File: src/rtl/qbus_arbiter.sv
// Q-bus mastership controller: arbitrates between the CPU and one DMA master,
// runs the DMR/DMGO/SACK handshake and flags bus cycles that never see RPLY.
module qbus_arbiter #(
  parameter int unsigned TIMEOUT       = 63,
  parameter int unsigned GRANT_TIMEOUT = 15
) (
  input  logic       clk,
  input  logic       reset_n,
  input  logic       ce,
  input  logic       cpu_req,
  input  logic       cpu_sync,
  input  logic       dma_sync,
  input  logic       rply,
  input  logic       dmr,
  input  logic       sack,
  output logic       dmgo,
  output logic       cpu_hold,
  output logic       owner,
  output logic       berr,
  output logic [1:0] state_o
);

  typedef enum logic [1:0] {
    S_IDLE  = 2'd0,
    S_CPU   = 2'd1,
    S_GRANT = 2'd2,
    S_DMA   = 2'd3
  } state_t;

  localparam logic [7:0] BUS_LIMIT   = 8'(TIMEOUT);
  localparam logic [7:0] GRANT_LIMIT = 8'(GRANT_TIMEOUT);

  state_t     state_q, state_d;
  logic [7:0] cnt_q, cnt_d;
  logic       fired_q, fired_d;
  logic       berr_q, berr_d;
  logic       cpu_turn_q, cpu_turn_d;

  function automatic logic [7:0] sat_inc(input logic [7:0] c, input logic [7:0] lim);
    return (c >= lim) ? lim : c + 8'd1;
  endfunction

  always_comb begin
    // NOTE: every variable gets a default first so no path through the case infers a latch.
    state_d    = state_q;
    cnt_d      = cnt_q;
    fired_d    = fired_q;
    berr_d     = 1'b0;
    cpu_turn_d = cpu_turn_q;

    unique case (state_q)
      S_IDLE: begin
        cnt_d   = 8'd0;
        fired_d = 1'b0;
        if (!cpu_req) cpu_turn_d = 1'b0;
        if (cpu_sync) begin
          state_d    = S_CPU;
          cpu_turn_d = 1'b0;
        end else if (dmr && !cpu_turn_q) begin
          state_d = S_GRANT;
        end
      end

      S_CPU: begin
        if (rply) begin
          cnt_d = 8'd0;
        end else begin
          cnt_d = sat_inc(cnt_q, BUS_LIMIT);
          if (cnt_d == BUS_LIMIT && !fired_q) begin
            berr_d  = 1'b1;
            fired_d = 1'b1;
          end
        end
        if (!cpu_sync) state_d = S_IDLE;
      end

      S_GRANT: begin
        cnt_d = sat_inc(cnt_q, GRANT_LIMIT);
        if (sack)                              state_d = S_DMA;
        else if (!dmr || cnt_d == GRANT_LIMIT) state_d = S_IDLE;
      end

      S_DMA: begin
        // A dropped dma_sync closes the DMA cycle, re-arming the error pulse.
        if (!dma_sync) begin
          cnt_d   = 8'd0;
          fired_d = 1'b0;
        end else if (rply) begin
          cnt_d = 8'd0;
        end else begin
          cnt_d = sat_inc(cnt_q, BUS_LIMIT);
          if (cnt_d == BUS_LIMIT && !fired_q) begin
            berr_d  = 1'b1;
            fired_d = 1'b1;
          end
        end
        if (!sack) begin
          state_d    = S_IDLE;
          cpu_turn_d = cpu_req;
        end
      end

      default: state_d = S_IDLE;
    endcase

    if (state_d != state_q) begin
      cnt_d   = 8'd0;
      fired_d = 1'b0;
    end
  end

  always_ff @(posedge clk or negedge reset_n) begin
    if (!reset_n) begin
      state_q    <= S_IDLE;
      cnt_q      <= 8'd0;
      fired_q    <= 1'b0;
      berr_q     <= 1'b0;
      cpu_turn_q <= 1'b0;
    end else if (ce) begin
      // NOTE: non-blocking assignments so every register samples pre-edge values.
      state_q    <= state_d;
      cnt_q      <= cnt_d;
      fired_q    <= fired_d;
      berr_q     <= berr_d;
      cpu_turn_q <= cpu_turn_d;
    end
  end

  // Decoded straight from the state flops: no input reaches an output combinationally.
  assign dmgo     = (state_q == S_GRANT);
  assign owner    = (state_q == S_DMA);
  assign cpu_hold = (state_q == S_GRANT) || (state_q == S_DMA);
  assign berr     = berr_q;
  assign state_o  = state_q;

endmodule

File: config.mk
export PLATFORM = sky130hd
export DESIGN_NAME = qbus_arbiter
export DESIGN_NICKNAME = d
export VERILOG_FILES = /design/src/rtl/qbus_arbiter.sv
export SDC_FILE = /design/constraint.sdc
export NUM_CORES = 1
export LEC_CHECK = 0
export CORE_MARGIN = 2
export CORE_UTILIZATION = 49
export DETAILED_ROUTE_END_ITERATION = 16
export MAX_ROUTING_LAYER = met4
export PLACE_DENSITY = 0.75
export SLEW_MARGIN = 20
export SYNTH_ARGS = -nofsm -noshare
export SYNTH_HDL_FRONTEND = slang
export SYNTH_SLANG_ARGS = --single-unit
File: constraint.sdc
create_clock -name clk -period 2.39 [get_ports clk]
set_input_delay 0.239 -clock clk [delete_from_list [all_inputs] [get_ports clk]]
set_output_delay 0.239 -clock clk [all_outputs]
set_load 0.03 [all_outputs]
Word-level counts from Yosys, hierarchy flattened
Index checks and enable logic that the tools add are counted.
{ "word_totals": {"regBits": 13} }
{ "op_classes": {"magnitude_cmp": 2, "n_mux": 26, "eq_ne": 8, "n_reduce_logical": 12, "add_sub_neg": 1} }
{ "op_table": {"columns": ["op", "count"], "rows": [
  ["$mux W8", 5],
  ["$pmux W8 S4", 1],
  ["$mux W2", 6],
  ["$mux W1", 10],
  ["$add A8 B1 Y8 const B", 1],
  ["$eq A8 B4 Y1 const B", 1],
  ["$eq A8 B6 Y1 const B", 1],
  ["$ge A8 B4 Y1 const B", 1],
  ["$ge A8 B6 Y1 const B", 1],
  ["$pmux W2 S4", 1],
  ["$eq A2 B2 Y1 const B", 2],
  ["$pmux W1 S2", 2],
  ["$reduce_and A4 Y1", 1],
  ["$reduce_bool A4 Y1", 1],
  ["$logic_not A1 Y1", 3],
  ["$ne A3 B3 Y1 const B", 1],
  ["$pmux W1 S3", 1],
  ["$eq A2 B1 Y1 const B", 1],
  ["$logic_and A1 B1 Y1", 2],
  ["$logic_not A2 Y1", 1],
  ["$logic_or A1 B1 Y1", 2],
  ["$ne A2 B2 Y1", 1],
  ["$ne A2 B2 Y1 const B", 1],
  ["$reduce_and A2 Y1", 1],
  ["$reduce_bool A2 Y1", 1]
]} }

Depth between registers and ports, before layout
{ "depth": {"depth_word": 10, "depth_mapped": 6} }

Worst setup path after synthesis
Ideal clock, no wire load.
{ "synth_timing": {"path_type": "reg2reg", "start": "register cnt_q[0]", "end": "register cnt_q[2]", "required_ps": 2303, "slack_ps": 485, "t_arrival_ps": 1817, "n_path_buf": 0, "path_stages_with_launch": 7, "path_cell_list": "dfrtp_1 ha_1 and3_1 or3_4 nor4_4 o22ai_1 a22oi_1"} }
{ "synth_between": {"elab_chain_len": 9, "word_cells_on_any_way": 15, "classes_between": "add/sub: 1; order compare: 2; eq/ne: 2; mux: 9; reduce/logical: 1"} }
{ "synth_rtl": {"columns": ["element", "line_no", "rtl"], "rows": [
  ["start, declared", "34", "logic [7:0] cnt_q, cnt_d;"],
  ["start signal, assigned", "122", "cnt_q <= cnt_d;"],
  ["$add A8 B1 Y8 / $ge A8 B4 Y1 (equally long branches)", "40", "return (c >= lim) ? lim : c + 8'd1;"],
  ["$mux W8", "40", null],
  ["$eq A8 B4 Y1", "80", "else if (!dmr || cnt_d == GRANT_LIMIT) state_d = S_IDLE;"],
  ["$logic_or A1 B1 Y1", "80", null],
  ["$mux W2", "80", null],
  ["$mux W2", "79", "if (sack) state_d = S_DMA;"],
  ["$pmux W2 S4", "51", "unique case (state_q)"],
  ["$ne A2 B2 Y1", "106", "if (state_d != state_q) begin"],
  ["$mux W8 *", "106", null]
]} }
Mark *: on every way between the ends. The rest lies on a longest branch, timed or not.
A chain may end at the register's enable or synchronous reset.

Worst setup path in the final report
{ "layout_timing": {"start": "register cnt_q[0]", "end": "register cnt_q[3]"} }
The elaborated chain is that of the path after synthesis.

==> reports/metrics.yaml <==
status:
  run_status: "complete, no violations"
cells_and_area:
  final_layout_size_suffix_gt1_share_pct: 12.5
  multi_input_combinational_cell_area_um2: 460
  final_cell_mix: "14 x clkdlybuf4s50_1, 13 x dfrtp_1, 10 x nand2_1, 8 x inv_1, 7 x o21ai_1"
  antenna-diode-count: 0
  num-nets-final: 123
  register_area_um2: 325
  layout.filler_cells: 132
  layout_commonest_cell: "clkdlybuf4s50_1"
  area_growth_pct: 21.4
timing:
  worst_slack_ns: 0.348
  slew_worst_pin_ns: 0.594
  fmax_mhz: 490
  rsz0062_at_grt: "no"
  maxSlewViolCount: 0
  final-setup-viol-count: 0
  fin_crit_sh_pct: 85.4
  min_period_ns: 2.04
  timing.final.hold_violations: 0
  tns_ns: 0
  relSlewSlack_pct: 60.3
  fin_worst_skew_ns: 0.00259
  holdWs_ns: 0.336
synthesis:
  register_area_share_after_synthesis_pct: 39.0
  synth_seq_cells: 13
  count_of_unique_library_cells_instantiated_by_yosys: 36
  syn_warnings: 0
  postSynthAreaPerCell_um2: 8.60
  mappedNetlistArea_um2: 835
  synth_enable_flop_cells: 0
  synth_top_flop_cell: "dfrtp_1"
  synthesis.instances: 97
  syn-num-nets: 107
  asyncSetResetFlopFracSynth_pct: 100
grt:
  grt_first_pass_wirelength_mm: 3.06
  grt_pass1_vias: 707
  grt.total_usage_pct: 21.0
  grt_overflow: 0
  antenna_violations_before_repair: 0
  grt_max_degree: 16
pwr:
  powerDensity_nw_per_um2: 661
  vdd_ir_drop_max_mv: 0.376
  power.leakage_nw: 0.424
  power_mw: 0.670
floorplanning:
  io_pins: 15
  initial_cell_density_of_the_core_pct: 53.5
  fp.dieW_um: 45.3
  die-height_um: 45.3
  placeableCoreArea_um2: 1560
  rows: 14
  floorplan.die_area_um2: 2050
setup_path:
  critical_path_arrival_ns: 2.24
  start_kind: "flop"
  critical_path_required_ns: 2.59
  worstRegToRegCells: 6
  criticalPathCategory: "reg -> reg"
  critPathMaxFanout: 5
  critPathCaptureType: "flop"
clock_network:
  clkLatencyLatePin_ns: 0.27
  clock_path_buffers: 2
  cts.repair_timing.setup_buffer_count: 0
  ctsHoldBuffers: 0
  h-tree-depth: 1
  cts_made_buffers: 3
  clk_pin_slew_ns: 0.08
  post_cts_resize_count: 0
  root_buffer: "clkbuf_4"
  clkSinkCount: 13
  cts_tree: "built"
route:
  drt_drc_violations_left: 0
  postRouteWirelength_mm: 1.75
  drtAntennaViolNets: 0
  drt-wirelength-per-cell_um: 13.6
  detailroute.via_count: 759
  vias_per_cell: 5.93
  detailedRoute.firstIterationViolations: 20
  detail_route.first_pass.iterations: 4
placement:
  dp_slack_ns: 0.360
  gp_congestion: 0.907
  dp_hpwl_mm: 1.30
  numPortBuffers: 14
run:
  max_cap_violations: 0
min_path:
  min-delay-path-class: "in -> async"
## metrics by stage
| step | std cells | area [um^2] | utilization [%] |
|---|---|---|---|
| after CTS | 128 | 1010 | 65.0 |
| after floorplan | 97 | 835 | - |
| after global placement | 124 | 987 | 63.3 |
| final | 128 | 1010 | 65.0 |
| after detailed placement | 124 | 987 | 63.3 |
| after global routing | 128 | 1010 | 65.0 |
## synthesized netlist by cell type, types with 2 or more instances
cell / n / area (um^2)
o22ai_1: 4 / 25.0
nor3_2: 2 / 20.0
nor2_1: 2 / 7.51
a21oi_1: 6 / 30.0
nand3_1: 4 / 20.0
clkbuf_1: 4 / 15.0
o21ai_0: 4 / 20.0
a21o_1: 2 / 15.0
nand2b_1: 2 / 12.5
and3_1: 2 / 12.5
nor2b_1: 4 / 25.0
nor3_1: 2 / 10.0
o21ai_1: 7 / 35.0
nand2_1: 10 / 37.5
or3_4: 2 / 22.5
inv_1: 8 / 30.0
dfrtp_1: 13 / 325
## flip-flops by register name (all words and copies together), names as in the netlist
| name | cells |
|---|---|
| berr | 1 |
| fired_q | 1 |
| cnt_q | 8 |
| state_o | 2 |
| cpu_turn_q | 1 |
## power by group
group	switching (mW)	internal, mW
sequential	0.0451	0.243
clock	0.0696	0.0647
combinational	0.142	0.106
total	0.257	0.413
## area by class of cell
| class | count | share of cell area (%) |
|---|---|---|
| flip-flops and latches | 13 | 32.1 |
| multi-input cells | 71 | 45.4 |
| repair buffers | 15 | 14.6 |
| well taps | 16 | 1.98 |
| clock buffers | 4 | 2.59 |
| inverters | 9 | 3.33 |
## path summary, 6_finish.rpt
kind,slack (ns),from,end
worst min-delay path,0.34,reset_n,state_o[0]$_DFFE_PN0P_
worst max register to register,0.35,cnt_q[0]$_DFFE_PN0P_,cnt_q[3]$_DFFE_PN0P_
max in group asynchronous,1.67,reset_n,cnt_q[6]$_DFFE_PN0P_
worst max-delay path,0.35,cnt_q[0]$_DFFE_PN0P_,cnt_q[3]$_DFFE_PN0P_
min in group clk,0.44,fired_q$_DFFE_PN0P_,berr$_DFFE_PN0P_
worst min register to register,0.44,fired_q$_DFFE_PN0P_,berr$_DFFE_PN0P_
## layer usage
layer	global-route usage, %	vias up	part of all wire (%)
met5	-	-	0
met4	7.06	0	1.2
met3	2.80	2	6.2
met2	32.9	23	46
met1	28.0	354	46
li1	-	380	-
## cells by family (layout without fill, tap and decap cells)
group           count (synthesis)  after routing  share of synthesized area (%)
buf+inv                        13             28                           5.85
simple gates                   36             36                           26.8
flops                          13             13                           39.0
fa+ha+maj                       1              1                           1.50
xor+xnor                        1              1                           1.05
compound gates                 33             33                           25.8
## worst max-delay path: stages (launching register included)
cell and delay (ns):
dfrtp_1 0.42, ha_1 0.25, and3_1 0.24, or3_4 0.41, nor4_4 0.32, nor2_2 0.12
a211oi_2 0.21
Power figures use the tool's default switching activity.
